### src/rtl/alu_seq.sv
// Handshaked sequential ALU: single-cycle logic/arith/shift/compare ops plus
// iterative radix-2 MUL/DIVU/REMU, with registered result and status flags.
module alu_seq #(
    parameter int unsigned WIDTH = 32
) (
    input  logic             clk,
    input  logic             rst,
    input  logic             in_valid,
    output logic             in_ready,
    input  logic [WIDTH-1:0] a,
    input  logic [WIDTH-1:0] b,
    input  logic [3:0]       alu_op,
    output logic             out_valid,
    input  logic             out_ready,
    output logic [WIDTH-1:0] result,
    output logic             zero,
    output logic             carry,
    output logic             overflow,
    output logic             div_zero,
    output logic             illegal,
    output logic             busy
);

    localparam int unsigned SHW = $clog2(WIDTH);

    localparam logic [3:0] OpAdd  = 4'd0;
    localparam logic [3:0] OpSub  = 4'd1;
    localparam logic [3:0] OpAnd  = 4'd2;
    localparam logic [3:0] OpOr   = 4'd3;
    localparam logic [3:0] OpNor  = 4'd4;
    localparam logic [3:0] OpSltu = 4'd5;
    localparam logic [3:0] OpSlt  = 4'd6;
    localparam logic [3:0] OpXor  = 4'd7;
    localparam logic [3:0] OpSll  = 4'd8;
    localparam logic [3:0] OpSrl  = 4'd9;
    localparam logic [3:0] OpSra  = 4'd10;
    localparam logic [3:0] OpMul  = 4'd11;
    localparam logic [3:0] OpDivu = 4'd12;
    localparam logic [3:0] OpRemu = 4'd13;

    typedef enum logic [1:0] {StIdle, StBusy, StDone} state_e;

    state_e           state_q, state_d;
    logic [3:0]       op_q, op_d;
    logic [SHW-1:0]   count_q, count_d;
    // opa: multiplicand (MUL) or dividend/quotient shift register (DIV)
    // opb: multiplier (MUL) or divisor (DIV); acc: product or partial remainder
    logic [WIDTH-1:0] opa_q, opa_d;
    logic [WIDTH-1:0] opb_q, opb_d;
    logic [WIDTH-1:0] acc_q, acc_d;
    logic [WIDTH-1:0] result_q, result_d;
    logic             zero_q, zero_d;
    logic             carry_q, carry_d;
    logic             overflow_q, overflow_d;
    logic             div_zero_q, div_zero_d;
    logic             illegal_q, illegal_d;

    // Single-cycle datapath on the live inputs, sampled only at the accept edge
    logic [WIDTH:0]   sum_ext;
    logic [WIDTH-1:0] diff;
    logic [SHW-1:0]   shamt;
    logic [WIDTH-1:0] s_result;
    logic             s_carry, s_overflow, s_illegal, s_iter;

    assign sum_ext = {1'b0, a} + {1'b0, b};
    assign diff    = a - b;
    assign shamt   = b[SHW-1:0];
    assign s_iter  = (alu_op == OpMul) || (alu_op == OpDivu) || (alu_op == OpRemu);

    always_comb begin
        s_result   = '0;
        s_carry    = 1'b0;
        s_overflow = 1'b0;
        s_illegal  = 1'b0;
        case (alu_op)
            OpAdd: begin
                s_result   = sum_ext[WIDTH-1:0];
                s_carry    = sum_ext[WIDTH];
                s_overflow = (a[WIDTH-1] == b[WIDTH-1]) && (sum_ext[WIDTH-1] != a[WIDTH-1]);
            end
            OpSub: begin
                s_result   = diff;
                s_carry    = (a >= b);
                s_overflow = (a[WIDTH-1] != b[WIDTH-1]) && (diff[WIDTH-1] != a[WIDTH-1]);
            end
            OpAnd:  s_result = a & b;
            OpOr:   s_result = a | b;
            OpNor:  s_result = ~(a | b);
            OpSltu: s_result = WIDTH'(a < b);
            OpSlt:  s_result = WIDTH'($signed(a) < $signed(b));
            OpXor:  s_result = a ^ b;
            OpSll:  s_result = a << shamt;
            OpSrl:  s_result = a >> shamt;
            OpSra:  s_result = $unsigned($signed(a) >>> shamt);
            OpMul, OpDivu, OpRemu: s_result = '0;
            default: s_illegal = 1'b1;
        endcase
    end

    // One radix-2 step of the iterative units
    logic [WIDTH-1:0] mul_next;
    logic [WIDTH:0]   div_shift;
    logic [WIDTH:0]   div_sub;
    logic             div_ge;
    logic [WIDTH-1:0] rem_next;
    logic [WIDTH-1:0] quo_next;
    logic             last_step;

    assign mul_next  = acc_q + (opb_q[0] ? opa_q : '0);
    assign div_shift = {acc_q, opa_q[WIDTH-1]};
    assign div_sub   = div_shift - {1'b0, opb_q};
    assign div_ge    = div_shift >= {1'b0, opb_q};
    // Remainder is always below the divisor, so the top bit is dropped safely
    assign rem_next  = div_ge ? div_sub[WIDTH-1:0] : div_shift[WIDTH-1:0];
    assign quo_next  = {opa_q[WIDTH-2:0], div_ge};
    assign last_step = (count_q == SHW'(WIDTH - 1));

    logic [WIDTH-1:0] iter_final;

    always_comb begin
        case (op_q)
            OpMul:   iter_final = mul_next;
            OpDivu:  iter_final = quo_next;
            default: iter_final = rem_next;
        endcase
    end

    always_comb begin
        state_d    = state_q;
        op_d       = op_q;
        count_d    = count_q;
        opa_d      = opa_q;
        opb_d      = opb_q;
        acc_d      = acc_q;
        result_d   = result_q;
        zero_d     = zero_q;
        carry_d    = carry_q;
        overflow_d = overflow_q;
        div_zero_d = div_zero_q;
        illegal_d  = illegal_q;

        case (state_q)
            StIdle: begin
                if (in_valid) begin
                    op_d       = alu_op;
                    zero_d     = 1'b0;
                    carry_d    = 1'b0;
                    overflow_d = 1'b0;
                    div_zero_d = 1'b0;
                    illegal_d  = 1'b0;
                    if (s_iter) begin
                        opa_d   = a;
                        opb_d   = b;
                        acc_d   = '0;
                        count_d = '0;
                        state_d = StBusy;
                    end else begin
                        result_d   = s_result;
                        zero_d     = (s_result == '0);
                        carry_d    = s_carry;
                        overflow_d = s_overflow;
                        illegal_d  = s_illegal;
                        state_d    = StDone;
                    end
                end
            end
            StBusy: begin
                count_d = count_q + SHW'(1);
                if (op_q == OpMul) begin
                    acc_d = mul_next;
                    opa_d = opa_q << 1;
                    opb_d = opb_q >> 1;
                end else begin
                    // A zero divisor naturally yields all-ones quotient and remainder = a
                    acc_d = rem_next;
                    opa_d = quo_next;
                end
                if (last_step) begin
                    result_d   = iter_final;
                    zero_d     = (iter_final == '0);
                    div_zero_d = (op_q != OpMul) && (opb_q == '0);
                    state_d    = StDone;
                end
            end
            StDone: begin
                if (out_ready) begin
                    state_d = StIdle;
                end
            end
            default: state_d = StIdle;
        endcase
    end

    always_ff @(posedge clk or posedge rst) begin
        if (rst) begin
            state_q    <= StIdle;
            op_q       <= '0;
            count_q    <= '0;
            opa_q      <= '0;
            opb_q      <= '0;
            acc_q      <= '0;
            result_q   <= '0;
            zero_q     <= 1'b0;
            carry_q    <= 1'b0;
            overflow_q <= 1'b0;
            div_zero_q <= 1'b0;
            illegal_q  <= 1'b0;
        end else begin
            state_q    <= state_d;
            op_q       <= op_d;
            count_q    <= count_d;
            opa_q      <= opa_d;
            opb_q      <= opb_d;
            acc_q      <= acc_d;
            result_q   <= result_d;
            zero_q     <= zero_d;
            carry_q    <= carry_d;
            overflow_q <= overflow_d;
            div_zero_q <= div_zero_d;
            illegal_q  <= illegal_d;
        end
    end

    assign in_ready  = (state_q == StIdle);
    assign out_valid = (state_q == StDone);
    assign busy      = (state_q != StIdle);
    assign result    = result_q;
    assign zero      = zero_q;
    assign carry     = carry_q;
    assign overflow  = overflow_q;
    assign div_zero  = div_zero_q;
    assign illegal   = illegal_q;

endmodule
### config.mk
export PLATFORM = sky130hd
export DESIGN_NAME = alu_seq
export DESIGN_NICKNAME = d
export VERILOG_FILES = /design/src/rtl/alu_seq.sv
export SDC_FILE = /design/constraint.sdc
export NUM_CORES = 1
export LEC_CHECK = 0
export BUFFER_PORTS_ARGS = -buffer_cell sky130_fd_sc_hd__buf_2
export CAP_MARGIN = 10
export CELL_PAD_IN_SITES_DETAIL_PLACEMENT = 1
export CELL_PAD_IN_SITES_GLOBAL_PLACEMENT = 2
export CORE_MARGIN = 3
export CORE_UTILIZATION = 37
export CTS_CLUSTER_SIZE = 16
export DETAILED_ROUTE_END_ITERATION = 12
export HOLD_SLACK_MARGIN = 0.08
export PLACE_DENSITY_LB_ADDON = 0.1
export SYNTH_ARGS = -nofsm -noshare
export SYNTH_HDL_FRONTEND = slang
export SYNTH_SLANG_ARGS = --single-unit
export TNS_END_PERCENT = 20
### constraint.sdc
create_clock -name clk -period 5.1 [get_ports clk]
set_input_delay 0.255 -clock clk [delete_from_list [all_inputs] [get_ports clk]]
set_output_delay 0.255 -clock clk [all_outputs]
set_load 0.01 [all_outputs]
-- Yosys cells after proc, flatten, opt, wreduce, memory -nomap -nowiden
Cells that the tools add are included.
- flip-flop bits (word level): 144
- input port bits: 72
- output and inout port bits: 40
- logic and storage cells: 117
- add/sub/neg operators: 5
- order comparisons: 4
- eq/ne operators: 29
- shift-type cells: 3
- mux-type cells: 41
- bitwise logic cells: 4
- reductions and logical operators: 19
- operators with widths (operator ; count):
    32-bit two-way mux ; 13
    32-bit one-hot mux with 11 select lines ; 1
    32-bit one-hot mux with 2 select lines ; 5
    32-bit zero test ; 3
    32-bit less-than comparator ; 2
    32-bit subtractor ; 2
    32-bit by 32-bit adder with 33-bit output ; 1
    33-bit by 32-bit greater-or-equal comparator with 1-bit output ; 1
    32-bit adder ; 1
    32-bit bitwise AND ; 1
    4-bit equality test, second input constant ; 8
    32-bit greater-or-equal comparator ; 1
    32-bit NOT ; 1
    32-bit OR ; 1
    32-bit by 5-bit left shift with 32-bit output ; 1
    32-bit by 5-bit right shift with 32-bit output ; 1
    32-bit by 5-bit >>> shifter with 32-bit output ; 1
    32-bit bitwise XOR ; 1
    4-bit by 3-bit equality test with 1-bit output, second input constant ; 4
    14-bit OR reduction ; 1
    1-bit two-way mux ; 10
    5-bit two-way mux ; 2
    5-bit one-hot mux with 2 select lines ; 1
    3-bit AND reduction ; 3
    21 further kinds ; 39

-- Longest topological paths before layout
- word-level depth: 7
- gate-level depth with buffers: 19
- gate-level depth less buffers: 16

-- Worst setup path after synthesis
No wires, ideal clock.
- path kind: input port to flip-flop
- from: input port b[2]
- to: register zero_q (netlist: zero)
- setup time: 0.076 ns
- arrival time: 4.799 ns
- data required time: 5.024 ns
- setup slack: 0.225 ns
- stages: 19
- path buffers: 5
- cell sequence: buf_2 -> clkinv_1 -> buf_2 -> buf_1 -> clkbuf_1 -> ha_1 -> buf_2 -> nand2b_1 -> a211oi_1 -> o21ai_1 -> nand2b_1 -> a21boi_1 -> nor3_1 -> a2111oi_2 -> a21oi_1 -> or4b_1 -> or4_1 -> or4_1 -> o21ai_1
- longest elaborated chain between the ends: 7
- elaborated cells between the ends (all ways): 16
- those cells by class: add/sub: 2; order compare: 2; shift: 3; mux: 4; bitwise: 4; reduce/logical: 1
- RTL lines (what ; line ; text):
    start, declared ; 11 ; input logic [WIDTH-1:0] b,
    parallel branches: the longest is 2 deep, another holds 32-bit subtractor ; -- ;
    32-bit one-hot mux with 11 select lines (*) ; 75 ; case (alu_op)
    32-bit zero test (*) ; 159 ; zero_d = (s_result == '0);
    1-bit two-way mux (*) ; 151 ; if (s_iter) begin
    1-bit two-way mux (*) ; 144 ; if (in_valid) begin
    1-bit one-hot mux with 2 select lines (*) ; 142 ; case (state_q)
    end signal, assigned ; 216 ; zero_q <= zero_d;
    end, declared ; 52 ; logic zero_q, zero_d;
Every way passes the cells marked *. The select of a mux whose other input is x is not followed.
A chain may end at the register's enable or synchronous reset.

-- Worst setup path after layout
- from: input port a[5]
- to: register zero_q (netlist: zero)
- longest elaborated chain between the ends: 7
- elaborated cells between the ends (all ways): 16
- those cells by class: add/sub: 2; order compare: 2; shift: 3; mux: 4; bitwise: 4; reduce/logical: 1
- RTL lines (what ; line ; text):
    start, declared ; 10 ; input logic [WIDTH-1:0] a,
    parallel branches: the longest is 2 deep, another holds 32-bit subtractor ; -- ;
    32-bit one-hot mux with 11 select lines (*) ; 75 ;
    32-bit zero test (*) ; 159 ;
    1-bit two-way mux (*) ; 151 ;
    1-bit two-way mux (*) ; 144 ;
    1-bit one-hot mux with 2 select lines (*) ; 142 ;
Marks and branches as above.

==> results_dict.tcl <==
set metrics [dict create \
    layout-drive-gt1-share 0.148 \
    seqPwrFrac 0.187 \
    die_h_um 244 \
    min-delay-path-class "input pin to flop" \
    syn_nets 3137 \
    yosysTopAreaCell "dfrtp_1" \
    antenna_found_initial 3 \
    drt_pass1_iterations 5 \
    syn_area_per_cell_um2 7.26 \
    switchingPower_mw 7.11 \
    ys.flop_type "dfrtp_1" \
    areaGrowthSynthToFinish_pct 14.3 \
    ios 112 \
    pre_cts_ws_ps -501 \
    setup_viol 0 \
    initial_core_util 0.377 \
    finalWirelength_mm 125 \
    drv_slew 0 \
    htreeDepth 4 \
    synth_top_area_frac 0.172 \
    seq_area_frac_synth 0.172 \
    globalRouteTotalUtil 0.410 \
    max_freq_mhz 208 \
    ir_drop_mv 0.385 \
    min_period_ps 4810 \
    pwr-share-comb 0.708 \
    worst_setup_path_end_kind "flop" \
    synth_common_cells "nand2_1 (386), nor2_1 (287), a21oi_1 (207)" \
    hold_viol_final 0 \
    cts_buffers 17 \
    synth_enable_flop_cells 0 \
    synth_seq_cells 144 \
    tritoncts "done" \
    vias 25200 \
    cts_buffer_depth 2 \
    fin_ws_ps 285 \
    wl_per_cell_um 33.0 \
    first_iter_violations 2384 \
    post_cts_buffers 0 \
    finalClockSkew_ps 23.9 \
    power_switching_share 0.564 \
    ant_nets 0 \
    syn_area_um2 21000 \
    rsz0062_at_grt "false" \
    cts_sinks 144 \
    fin_tns_setup_ps 0 \
    cp.required_ps 5500 \
    p_leak_nw 10.7 \
    outcome "completed" \
    portBuffers 111 \
    grt_max_degree 77 \
    tightest_slew_ps 1010 \
    finalCritPeriodShare 0.944 \
    place.gp.congestion 1.04 \
    place_hpwl_mm 101 \
    route.detailed.drc 0 \
    clk_latency_ps 490 \
    slew_headroom 0.327 \
    async_flop_share 1.00 \
    nets 3269 \
    r2r_setup_slack_ps 370 \
    root_buffer "clkbuf_16" \
    netlist_instances 2891 \
    rows 86 \
    cp-start-kind "input pin" \
    clkPwrFrac 0.105 \
    yosysMostFrequentCell "nand2_1" \
    core_area_um2 55600 \
    yosys_warnings 0 \
    p_int_mw 5.50 \
    crit_fanout 10 \
    maxCapViolations 0 \
    grt_pass1_vias 25700 \
    power.density_nw_per_um2 526 \
    clkTransAtPathRegs_ps 70 \
    die_w_um 244 \
    grt.overflow.total 0 \
    worstSetupPathType "input pin to flop" \
    worstPathArrival_ps 5220 \
    routed_via_density 6.64 \
    synth.area.top_cells "dfrtp_1 (17%), ha_1 (10%), nand2_1 (6.9%)" \
    synth_cell_types 105 \
    grt_pass1_wl_mm 180 \
    die-area_um2 59600 \
]
[metrics by stage]
stage	power (mW)	cell area, um2	hold WS [ps]	utilization	cells
global route	13.3	24000	114	0.431	3785
floorplan	7.27	21000	363	-	2891
global placement	10.8	23300	429	0.419	3747
finish	12.6	24000	109	0.431	3789
CTS	12.4	24000	90.4	0.431	3784
detailed placement	11.0	23300	438	0.419	3747
[path summary, 6_finish.rpt]
kind	from	end	depth (start not counted)
max in group asynchronous	rst	acc_q[9]	4
max	a[5]	zero	14
min in group asynchronous	rst	opb_q[24]	3
min	b[22]	opb_q[22]	3
min reg2reg	result[24]	result[24]	2
max reg2reg	opb_q[20]	zero	18
[power groups by stage]
stage	clock network, mW	registers (mW)	logic, mW
final	1.33	2.36	8.92
after global routing	1.38	2.41	9.52
after CTS	1.34	2.33	8.70
after detailed placement	0	2.35	8.65
after global placement	0	2.33	8.48
after floorplan	0	2.08	5.19
[state kept, by name (all words and copies together), names as in the netlist]
signal and flops:
opb_q 32, acc_q 32, carry 1, illegal 1, state_q 2, div_zero 1, zero 1, op_q 4
count_q 5, result 32, overflow 1, opa_q 32
[cells by family (layout without fill, tap and decap cells)]
family          Yosys count  after routing  synth area share
simple gates           1038           1038             0.228
compound gates          974            974             0.312
buf+inv                 356            501            0.0691
fa+ha+maj               174            174             0.105
flops                   144            144             0.172
mux                     139            139            0.0866
xor+xnor                 66             66            0.0275
other cells               0              5                 0
[layer usage]
layer,global-route usage,wire length (um),up-vias
met5,0,0,-
met4,0.286,10300,0
met1,0.497,49500,12700
met3,0.0792,9500,359
li1,-,-,11000
met2,0.653,55900,1196
[layout by cell type, fill, tap and decap left out, types with 36 or more instances in the layout]
cell      instances
a21oi_1         205
and2_1           46
nor2_1          286
xnor2_1          39
o211ai_1         41
nand3_1          53
buf_2           110
inv_1           146
nand2_1         386
a31oi_1          78
a22o_1           37
a21o_1           38
a211oi_1         56
mux2i_1          74
ha_1            170
dfrtp_1         144
buf_4           194
nand4_1          36
o21ai_0         200
nor3_1           48
[timing repair]
action,4_1_cts,5_1_grt
hold buffers,5,0
endpoints found under the hold margin,78,0
endpoints found under the setup margin,1,1
resized for setup,1,2
[area by class of cell]
class                   instances  area, um2
repair buffers                318       2240
inverters                     151        572
diodes                          5       12.5
fillers                      7073      31600
clock buffers                  18        439
clock inverters                14        146
flip-flops and latches        144       3600
multi-input cells            2391      16000
well taps                     748        936
[critical path, cell delays in order]
cell       delay, ps
buf_2            230
inv_1            120
ha_1             450
or3_1            490
a2111oi_2        590
buf_4            220
nor3_1            60
a221oi_1         440
o221ai_1         450
nor4b_2          410
nand4_1          210
or4_1            650
or4_1            510
o21ai_1          140
(Power assumes the default switching activity.)
